$ cat src/rtl/unified_mem_arbiter_pkg.sv
// Shared definitions for the unified instruction/data memory arbiter.
// Holds the arbiter state encoding and the default bus widths so the
// pipeline top can size its own fetch/load-store ports consistently.
package unified_mem_arbiter_pkg;

  localparam int ADDR_W_DEF = 32;
  localparam int DATA_W_DEF = 32;

  typedef enum logic [1:0] {
    IDLE    = 2'd0,
    BUSY_IF = 2'd1,
    BUSY_DM = 2'd2
  } arb_state_t;

endpackage

$ cat src/rtl/arb_lat_timer.sv
// Memory latency timer for the unified memory arbiter.
// Ports:
//   clk  - clock, rising edge
//   rst  - synchronous active-high reset, clears the count
//   load - command issued this cycle; count restarts at MEM_LAT
//   done - current cycle is the one in which read data is valid
module arb_lat_timer #(
  parameter int MEM_LAT = 1
) (
  input  logic clk,
  input  logic rst,
  input  logic load,
  output logic done
);

  localparam int CNT_W = 4;

  logic [CNT_W-1:0] lat_cnt_q;
  logic [CNT_W-1:0] lat_cnt_d;

  // Count parks at zero while idle so a stale value can never raise done.
  always_comb begin
    lat_cnt_d = lat_cnt_q;
    if (load) begin
      lat_cnt_d = CNT_W'(MEM_LAT);
    end else if (lat_cnt_q != '0) begin
      lat_cnt_d = lat_cnt_q - CNT_W'(1);
    end
  end

  always_ff @(posedge clk) begin
    if (rst) begin
      lat_cnt_q <= '0;
    end else begin
      lat_cnt_q <= lat_cnt_d;
    end
  end

  assign done = (lat_cnt_q == CNT_W'(1));

endmodule

$ cat src/rtl/unified_mem_arbiter.sv
// Arbiter sharing one single-port unified memory between the IF fetch port
// and the MEM load/store port. One transaction in flight at a time; data
// port has priority unless fetch has been passed over STARVE_MAX times.
// Ports:
//   if_*    - fetch request/accept/return
//   dm_*    - load/store request/accept/return (dm_rdata is 0 on store ack)
//   mem_*   - command strobe, write enable, address, write data, read data
//   stall_* - per-stage stall requests (combinational)
module unified_mem_arbiter
  import unified_mem_arbiter_pkg::*;
#(
  parameter int ADDR_W     = ADDR_W_DEF,
  parameter int DATA_W     = DATA_W_DEF,
  parameter int MEM_LAT    = 1,
  parameter int STARVE_MAX = 4
) (
  input  logic              clk,
  input  logic              rst,
  input  logic              if_req,
  input  logic [ADDR_W-1:0] if_addr,
  output logic              if_ready,
  output logic              if_rvalid,
  output logic [DATA_W-1:0] if_rdata,
  input  logic              dm_req,
  input  logic              dm_we,
  input  logic [ADDR_W-1:0] dm_addr,
  input  logic [DATA_W-1:0] dm_wdata,
  output logic              dm_ready,
  output logic              dm_rvalid,
  output logic [DATA_W-1:0] dm_rdata,
  output logic              mem_en,
  output logic              mem_we,
  output logic [ADDR_W-1:0] mem_addr,
  output logic [DATA_W-1:0] mem_wdata,
  input  logic [DATA_W-1:0] mem_rdata,
  output logic              stall_if,
  output logic              stall_mem
);

  localparam int STARVE_W = $clog2(STARVE_MAX + 1);

  arb_state_t          state_q, state_d;
  logic [STARVE_W-1:0] starve_cnt_q, starve_cnt_d;
  logic                is_store_q, is_store_d;
  logic                issue;
  logic                lat_done;
  logic                if_win;
  logic                dm_win;

  function automatic logic [STARVE_W-1:0] sat_inc(input logic [STARVE_W-1:0] v);
    return (v == STARVE_W'(STARVE_MAX)) ? v : v + STARVE_W'(1);
  endfunction

  arb_lat_timer #(
    .MEM_LAT(MEM_LAT)
  ) u_lat_timer (
    .clk (clk),
    .rst (rst),
    .load(issue),
    .done(lat_done)
  );

  always_comb begin
    state_d      = state_q;
    starve_cnt_d = starve_cnt_q;
    is_store_d   = is_store_q;
    issue        = 1'b0;
    if_win       = 1'b0;
    dm_win       = 1'b0;
    if_ready     = 1'b0;
    if_rvalid    = 1'b0;
    if_rdata     = '0;
    dm_ready     = 1'b0;
    dm_rvalid    = 1'b0;
    dm_rdata     = '0;
    mem_en       = 1'b0;
    mem_we       = 1'b0;
    mem_addr     = '0;
    mem_wdata    = '0;
    // Nothing issues or returns while reset is held: the in-flight
    // response is dropped and the bus stays quiet.
    if (!rst) begin
      case (state_q)
        IDLE: begin
          if_win = if_req & (~dm_req | (starve_cnt_q == STARVE_W'(STARVE_MAX)));
          dm_win = dm_req & ~if_win;
          if (if_win) begin
            mem_en   = 1'b1;
            mem_addr = if_addr;
            if_ready = 1'b1;
            issue    = 1'b1;
            state_d  = BUSY_IF;
          end else if (dm_win) begin
            mem_en     = 1'b1;
            mem_we     = dm_we;
            mem_addr   = dm_addr;
            mem_wdata  = dm_wdata;
            dm_ready   = 1'b1;
            issue      = 1'b1;
            is_store_d = dm_we;
            state_d    = BUSY_DM;
          end
          // Every other idle outcome (fetch won, or no fetch waiting)
          // resets the starvation count.
          if (dm_win && if_req) begin
            starve_cnt_d = sat_inc(starve_cnt_q);
          end else begin
            starve_cnt_d = '0;
          end
        end
        BUSY_IF: begin
          if (lat_done) begin
            if_rvalid = 1'b1;
            if_rdata  = mem_rdata;
            state_d   = IDLE;
          end
        end
        BUSY_DM: begin
          if (lat_done) begin
            dm_rvalid = 1'b1;
            dm_rdata  = is_store_q ? '0 : mem_rdata;
            state_d   = IDLE;
          end
        end
        default: state_d = IDLE;
      endcase
    end
  end

  assign stall_if  = if_req & ~if_rvalid;
  assign stall_mem = dm_req & ~dm_rvalid;

  always_ff @(posedge clk) begin
    if (rst) begin
      state_q      <= IDLE;
      starve_cnt_q <= '0;
      is_store_q   <= 1'b0;
    end else begin
      state_q      <= state_d;
      starve_cnt_q <= starve_cnt_d;
      is_store_q   <= is_store_d;
    end
  end

endmodule

$ cat config.mk
export PLATFORM = sky130hd
export DESIGN_NAME = unified_mem_arbiter
export DESIGN_NICKNAME = d
export VERILOG_FILES = /design/src/rtl/unified_mem_arbiter_pkg.sv /design/src/rtl/arb_lat_timer.sv /design/src/rtl/unified_mem_arbiter.sv
export SDC_FILE = /design/constraint.sdc
export NUM_CORES = 1
export LEC_CHECK = 0
export CELL_PAD_IN_SITES_DETAIL_PLACEMENT = 0
export CELL_PAD_IN_SITES_GLOBAL_PLACEMENT = 1
export CORE_MARGIN = 2
export CORE_UTILIZATION = 14
export CTS_CLUSTER_DIAMETER = 30
export DETAILED_ROUTE_END_ITERATION = 8
export PLACE_DENSITY = 0.87
export SYNTH_ARGS = -nofsm -noshare
export SYNTH_HDL_FRONTEND = slang
export SYNTH_SLANG_ARGS = --single-unit
$ cat constraint.sdc
create_clock -name clk -period 2.55 [get_ports clk]
set_input_delay 0.255 -clock clk [delete_from_list [all_inputs] [get_ports clk]]
set_output_delay 0.255 -clock clk [all_outputs]
set_load 0.02 [all_outputs]
# Word-level counts from Yosys, hierarchy flattened

Index checks and enable logic that the tools add are counted.

Add/sub/neg operators: 2
Equal/unequal tests: 7
Mux-type cells: 42
Bitwise operators: 9
Reductions and logical operators: 9

Operators with widths:

| kind                                                                     | number |
|---|---|
| 32-bit 2-to-1 mux                                                        | 15 |
| 1-bit 2-to-1 mux                                                         | 21 |
| 2-bit 2-to-1 mux                                                         | 3 |
| 3-bit 2-to-1 mux                                                         | 2 |
| 1-bit bitwise AND                                                        | 4 |
| 4-bit by 1-bit equality test with 1-bit output (second input constant)   | 1 |
| 1-bit inverter                                                           | 4 |
| 2-bit case mux with 2 select lines                                       | 1 |
| 2-bit AND reduction                                                      | 2 |
| 4-bit nonzero test                                                       | 1 |
| 2-bit OR reduction                                                       | 2 |
| 4-bit by 1-bit subtractor with 4-bit output (second input constant)      | 1 |
| 3-bit by 1-bit adder with 3-bit output (second input constant)           | 1 |
| 3-bit equality test (second input constant)                              | 1 |
| 3-bit inequality test (second input constant)                            | 1 |
| 3-bit AND reduction                                                      | 1 |
| 2-bit by 1-bit equality test with 1-bit output (second input constant)   | 1 |
| 2-bit equality test (second input constant)                              | 1 |
| 2-bit logical NOT                                                        | 1 |
| 2-bit by 1-bit inequality test with 1-bit output (second input constant) | 1 |
| 2-bit inequality test (second input constant)                            | 1 |
| 2-bit nonzero test                                                       | 1 |
| 1-bit logical AND                                                        | 1 |
| 1-bit bitwise OR                                                         | 1 |

Register bits after elaboration: 10
Bits of input ports: 133
Word-level logic and storage cells: 74

# Logic depth before layout (Yosys ltp)

Word-level depth: 10
Depth in mapped cells: 7

# Cells and area by module

Synthesis repeated with hierarchy kept, for this count alone.

Cell total of the unflattened synthesis: 219
Area total of the unflattened synthesis: 1637.8 um^2

By module, submodules not included:

| module              | times used | cells each | area each (um^2) |
|---|---|---|---|
| unified_mem_arbiter | 1          | 197        | 1408.9 |
| arb_lat_timer       | 1          | 22         | 229.0 |

# Worst setup path after synthesis

Ideal clock, no wire load.

Path kind: register -> output
Start: reg starve_cnt_q[0]
End: out mem_wdata[0]
Data arrival time: 1647 ps
Path slack: 648 ps
Cell stages (with the launch flop): 8
Path buffers: 2
Path through: dfxtp_1 > inv_1 > ha_1 > and3_1 > nor4bb_4 > buf_4 > buf_4 > and2_1

Longest elaborated chain between the ends: 9

Ends and longest elaborated chain:

| element                         | line                       | source |
|---|---|---|
| from (decl)                     | unified_mem_arbiter.sv:43  | `logic [STARVE_W-1:0] starve_cnt_q, starve_cnt_d;` |
| from (signal assigned)          | unified_mem_arbiter.sv:140 | `starve_cnt_q <= starve_cnt_d;` |
| 3-bit equality test *           | unified_mem_arbiter.sv:85  | `if_win = if_req & (~dm_req \| (starve_cnt_q == STARVE_W'(STARVE_MAX)));` |
| 1-bit bitwise OR *              | unified_mem_arbiter.sv:85  |  |
| 1-bit bitwise AND *             | unified_mem_arbiter.sv:85  |  |
| 1-bit inverter (no source line) | --                         |  |
| 1-bit bitwise AND               | unified_mem_arbiter.sv:86  | `dm_win = dm_req & ~if_win;` |
| 32-bit 2-to-1 mux               | unified_mem_arbiter.sv:93  | `end else if (dm_win) begin` |
| 32-bit 2-to-1 mux *             | unified_mem_arbiter.sv:87  | `if (if_win) begin` |
| 32-bit 2-to-1 mux *             | unified_mem_arbiter.sv:83  | `case (state_q)` |
| 32-bit 2-to-1 mux *             | unified_mem_arbiter.sv:82  | `if (!rst) begin` |
| to (decl)                       | unified_mem_arbiter.sv:34  | `output logic [DATA_W-1:0] mem_wdata,` |

Every way passes the cells marked *; elsewhere a longest branch is shown, timed or not.

# Worst setup path in the final report

Start: reg starve_cnt_q[0]
End: out mem_wdata[3]

The elaborated chain is that of the path after synthesis.

==> metrics.md <==
| Metric | Value |
|---|---|
| Clk sink count | `10` |
| Reg2Reg Setup Slack | `slightly above 800 ps` |
| Unrepaired setup endpoints after global routing | `no` |
| Post-route ant nets | `0` |
| Outcome | `finished, final reports clean` |
| Worst setup EP type | `output pin` |
| Combinational power share | `0.670` |
| Layout area overhead | `165.8%` |
| Core Rows | `40` |
| CTS clk-pin slew, worst paths | `~40 ps` |
| Fillers | `between 1,000 and 1,500` |
| Cells after Synth | `between 200 and 250` |
| Layout Skew | `about 2.3 ps` |
| Slew @ Worst Pin | `roughly 360 ps` |
| IO Count | `269` |
| Number of global-route vias before repair | `2,586` |
| Synth Net Count | `between 300 and 400` |
| Core Footprint | `11,910 µm²` |
| Max-cap viol count | `0` |
| Avg Cell Area, Syn | `7.654 µm²` |
| Avg Vias per Cell | `4.236` |
| Initial antenna violation count | `0` |
| P per Cell Area | `around 360 nW/µm²` |
| HPWL after detailed placement | `roughly 7900 µm` |
| Final setup viols | `0` |
| Sum Neg Setup Slack | `0 ps` |
| Cell area after synthesis | `1692 µm²` |
| Post-route cell area | `roughly 4500 µm²` |
| Internal power | `0.9712 mW` |
| R2R Path Start | `starve_cnt_q[0]` |
| Port bufs | `between 200 and 300` |
| Register area share after synthesis | `0.1183` |
| Clock Power Share | `0.197` |
| Chip width | `113.9 µm` |
| Initial DRC count | `71` |
| Top cells by area, synth | `and2_1, a22o_1, and3_1` |
| Switching part of the total | `0.3923` |
| Setup CP Type | `reg -> out` |
| Gr ovfl total | `0` |
| Hold Buf Count CTS | `0` |
| Hold path cells | `2` |
| Critical path launch point type | `flop` |
| Post-synth top area share | `0.2478` |
| H-tree levels | `1` |
| CTS Buf Count | `3` |
| Final min period | `around 2500 ps` |
| TritonRoute pass-1 iters | `4` |
| Worst Path Required | `~2300 ps` |
| Critical Path Start | `starve_cnt_q[0]` |
| Data arrival, critical path | `about 2200 ps` |
| FF+latch count, synth | `10` |
| Slew HR | `0.7550` |
| Via count | `2,690` |
| Gr usage total | `0.1343` |
| # diodes | `0` |
| CTS tree | `yes` |
| Fmax | `405.9 MHz` |
| Wire per inst | `roughly 16 µm` |
| Post-Route WL | `9886 µm` |
| Syn. warnings | `0` |
| Residual DRC | `0` |
| Static Leakage | `2.590 nW` |
| Initial Util | `0.1420` |
| Die Ht | `around 110 µm` |
| Power, Total | `around 1.6 mW` |
| Worst vdd ir | `between 0.0002 and 0.0003 V` |
| Post-Route Utilization | `0.3774` |
| Layout cells sized above 1 | `0.1762` |
| Tcrit/Tclk final | `0.9661` |
| Die Footprint | `12,980 µm²` |
| Critical path fanouts, max | `34` |
| End of the critical path | `mem_wdata[3]` |
| Fin. Hold Viols | `0` |
| Leading area contributor after synthesis | `and2_1` |
| Synth cell types | `34` |
| GP Congestion | `approximately 0.83` |
| Clock buffer depth | `2` |
| Final nets | `roughly 630` |
| Root buffer cell | `clkbuf_16` |
| Fin. max-slew vios | `0` |
| Reg power frac | `0.132` |
| R2R cell count | `7` |
| First-pass GRT wire length | `about 14,000 µm` |
| Clk_lat worst skew | `240 ps` |
| RR Endpoint | `is_store_q` |
| Net switching power | `roughly 0.63 mW` |
| Hold Path Class | `reg -> reg` |
| Placed Area | `~4600 µm²` |
| Largest net degree at the start of global routing | `35` |
-- power by group through the flow --
stage	combinational [mW]	sequential [mW]	clock, mW
2_1_floorplan	0.567	0.208	0
3_3_place_gp	1.11	0.213	0
3_5_place_dp	1.13	0.215	0
4_1_cts	1.11	0.212	0.322
5_1_grt	1.15	0.215	0.330
6_report	1.07	0.211	0.316
-- layout make-up --
cell class | count | area (µm²) | area share
repair buffers | 283 | 2636 | 0.5864
multi-input cells | 184 | 1360 | 0.3025
flip-flops and latches | 10 | 200.2 | 0.04453
well taps | 147 | 183.9 | 0.04091
clock buffers | 4 | 88.84 | 0.01976
inverters | 7 | 26.28 | 0.005845
-- cell families after synthesis --
logic type / Yosys count / synth area share
simple gates: 127 / 0.4948
compound gates: 43 / 0.2152
buf+inv: 27 / 0.07767
flops: 10 / 0.1183
fa+ha+maj: 9 / 0.06657
xor+xnor: 3 / 0.01554
mux: 2 / 0.01183
-- flip-flops by register name, summed over array words and instances (netlist names) --
| name | cells |
|---|---|
| is_store_q | 1 |
| starve_cnt_q | 3 |
| state_q | 2 |
| u_lat_timer.lat_cnt_q | 4 |
-- timing repair --
action	4_1_cts	5_1_grt
resized for setup	92	144
setup endpoints to repair	66	132
cloned	2	0
pin swaps	1	0
buffers inserted	2	0
-- cell usage after synthesis, drive strengths merged --
cell type	count
nand3b	2
and3	33
xnor2	2
nand2	2
a211oi	1
nor2	4
dfxtp	10
nor3	5
clkbuf	10
and3b	1
a21oi	1
inv	7
or3b	1
o2bb2ai	2
a22o	33
mux2i	2
nor2b	4
and2	67
nand2b	4
nor3b	1
a21boi	2
xor2	1
a2bb2oi	1
a22oi	1
nor4bb	1
buf	10
o21ai	1
ha	9
nor4b	2
a2111oi	1
-- stage by stage --
stage | worst slack (ps) | hold slack (ps) | cells
global placement | -94.45 | 488.9 | 627
finish | 86.39 | 486.7 | 635
floorplan | 647.9 | 387.6 | 221
CTS | 0.02709 | 498.9 | 635
global route | 1.622 | 526.3 | 635
detailed placement | -118.3 | 494.0 | 627
-- layer usage --
layer / vias to the layer above / track usage / part of all wire
li1: 1314 / - / -
met1: 1234 / 0.1512 / 0.38
met2: 125 / 0.2548 / 0.53
met3: 17 / 0.02869 / 0.074
met4: 0 / 0.03415 / 0.016
met5: - / 0 / 0
-- cells in the final DEF (no fill, tap or decap), types with 4 or more instances in the layout --
cell             netlist  layout
clkdlybuf4s50_1        0     169
and2_1                67      67
clkbuf_2               3      53
and3_1                33      33
a22o_1                33      33
dlymetal6s2s_1         0      33
dfxtp_1               10      10
ha_1                   9       9
buf_2                  6       9
buf_4                  3       9
inv_1                  7       7
nor3_1                 5       5
nor2_1                 4       4
nor2b_1                4       4
nand2b_1               4       4
-- worst max-delay path, cell delays in order, from the launching register on --
cell,delay (ps)
dfxtp_1,360
inv_1,60
ha_1,210
and3_1,230
nor4bb_4,310
buf_4,170
buf_12,170
and2_1,140
clkdlybuf4s15_1,310
-- worst min-delay path by stage --
stage / end / start
4_1_cts: state_q[0] / state_q[0]
2_1_floorplan: is_store_q / dm_we
6_report: state_q[0] / state_q[0]
3_5_place_dp: state_q[0] / state_q[0]
3_3_place_gp: state_q[0] / state_q[0]
5_1_grt: state_q[0] / state_q[0]
Power figures use the tool's default switching activity.
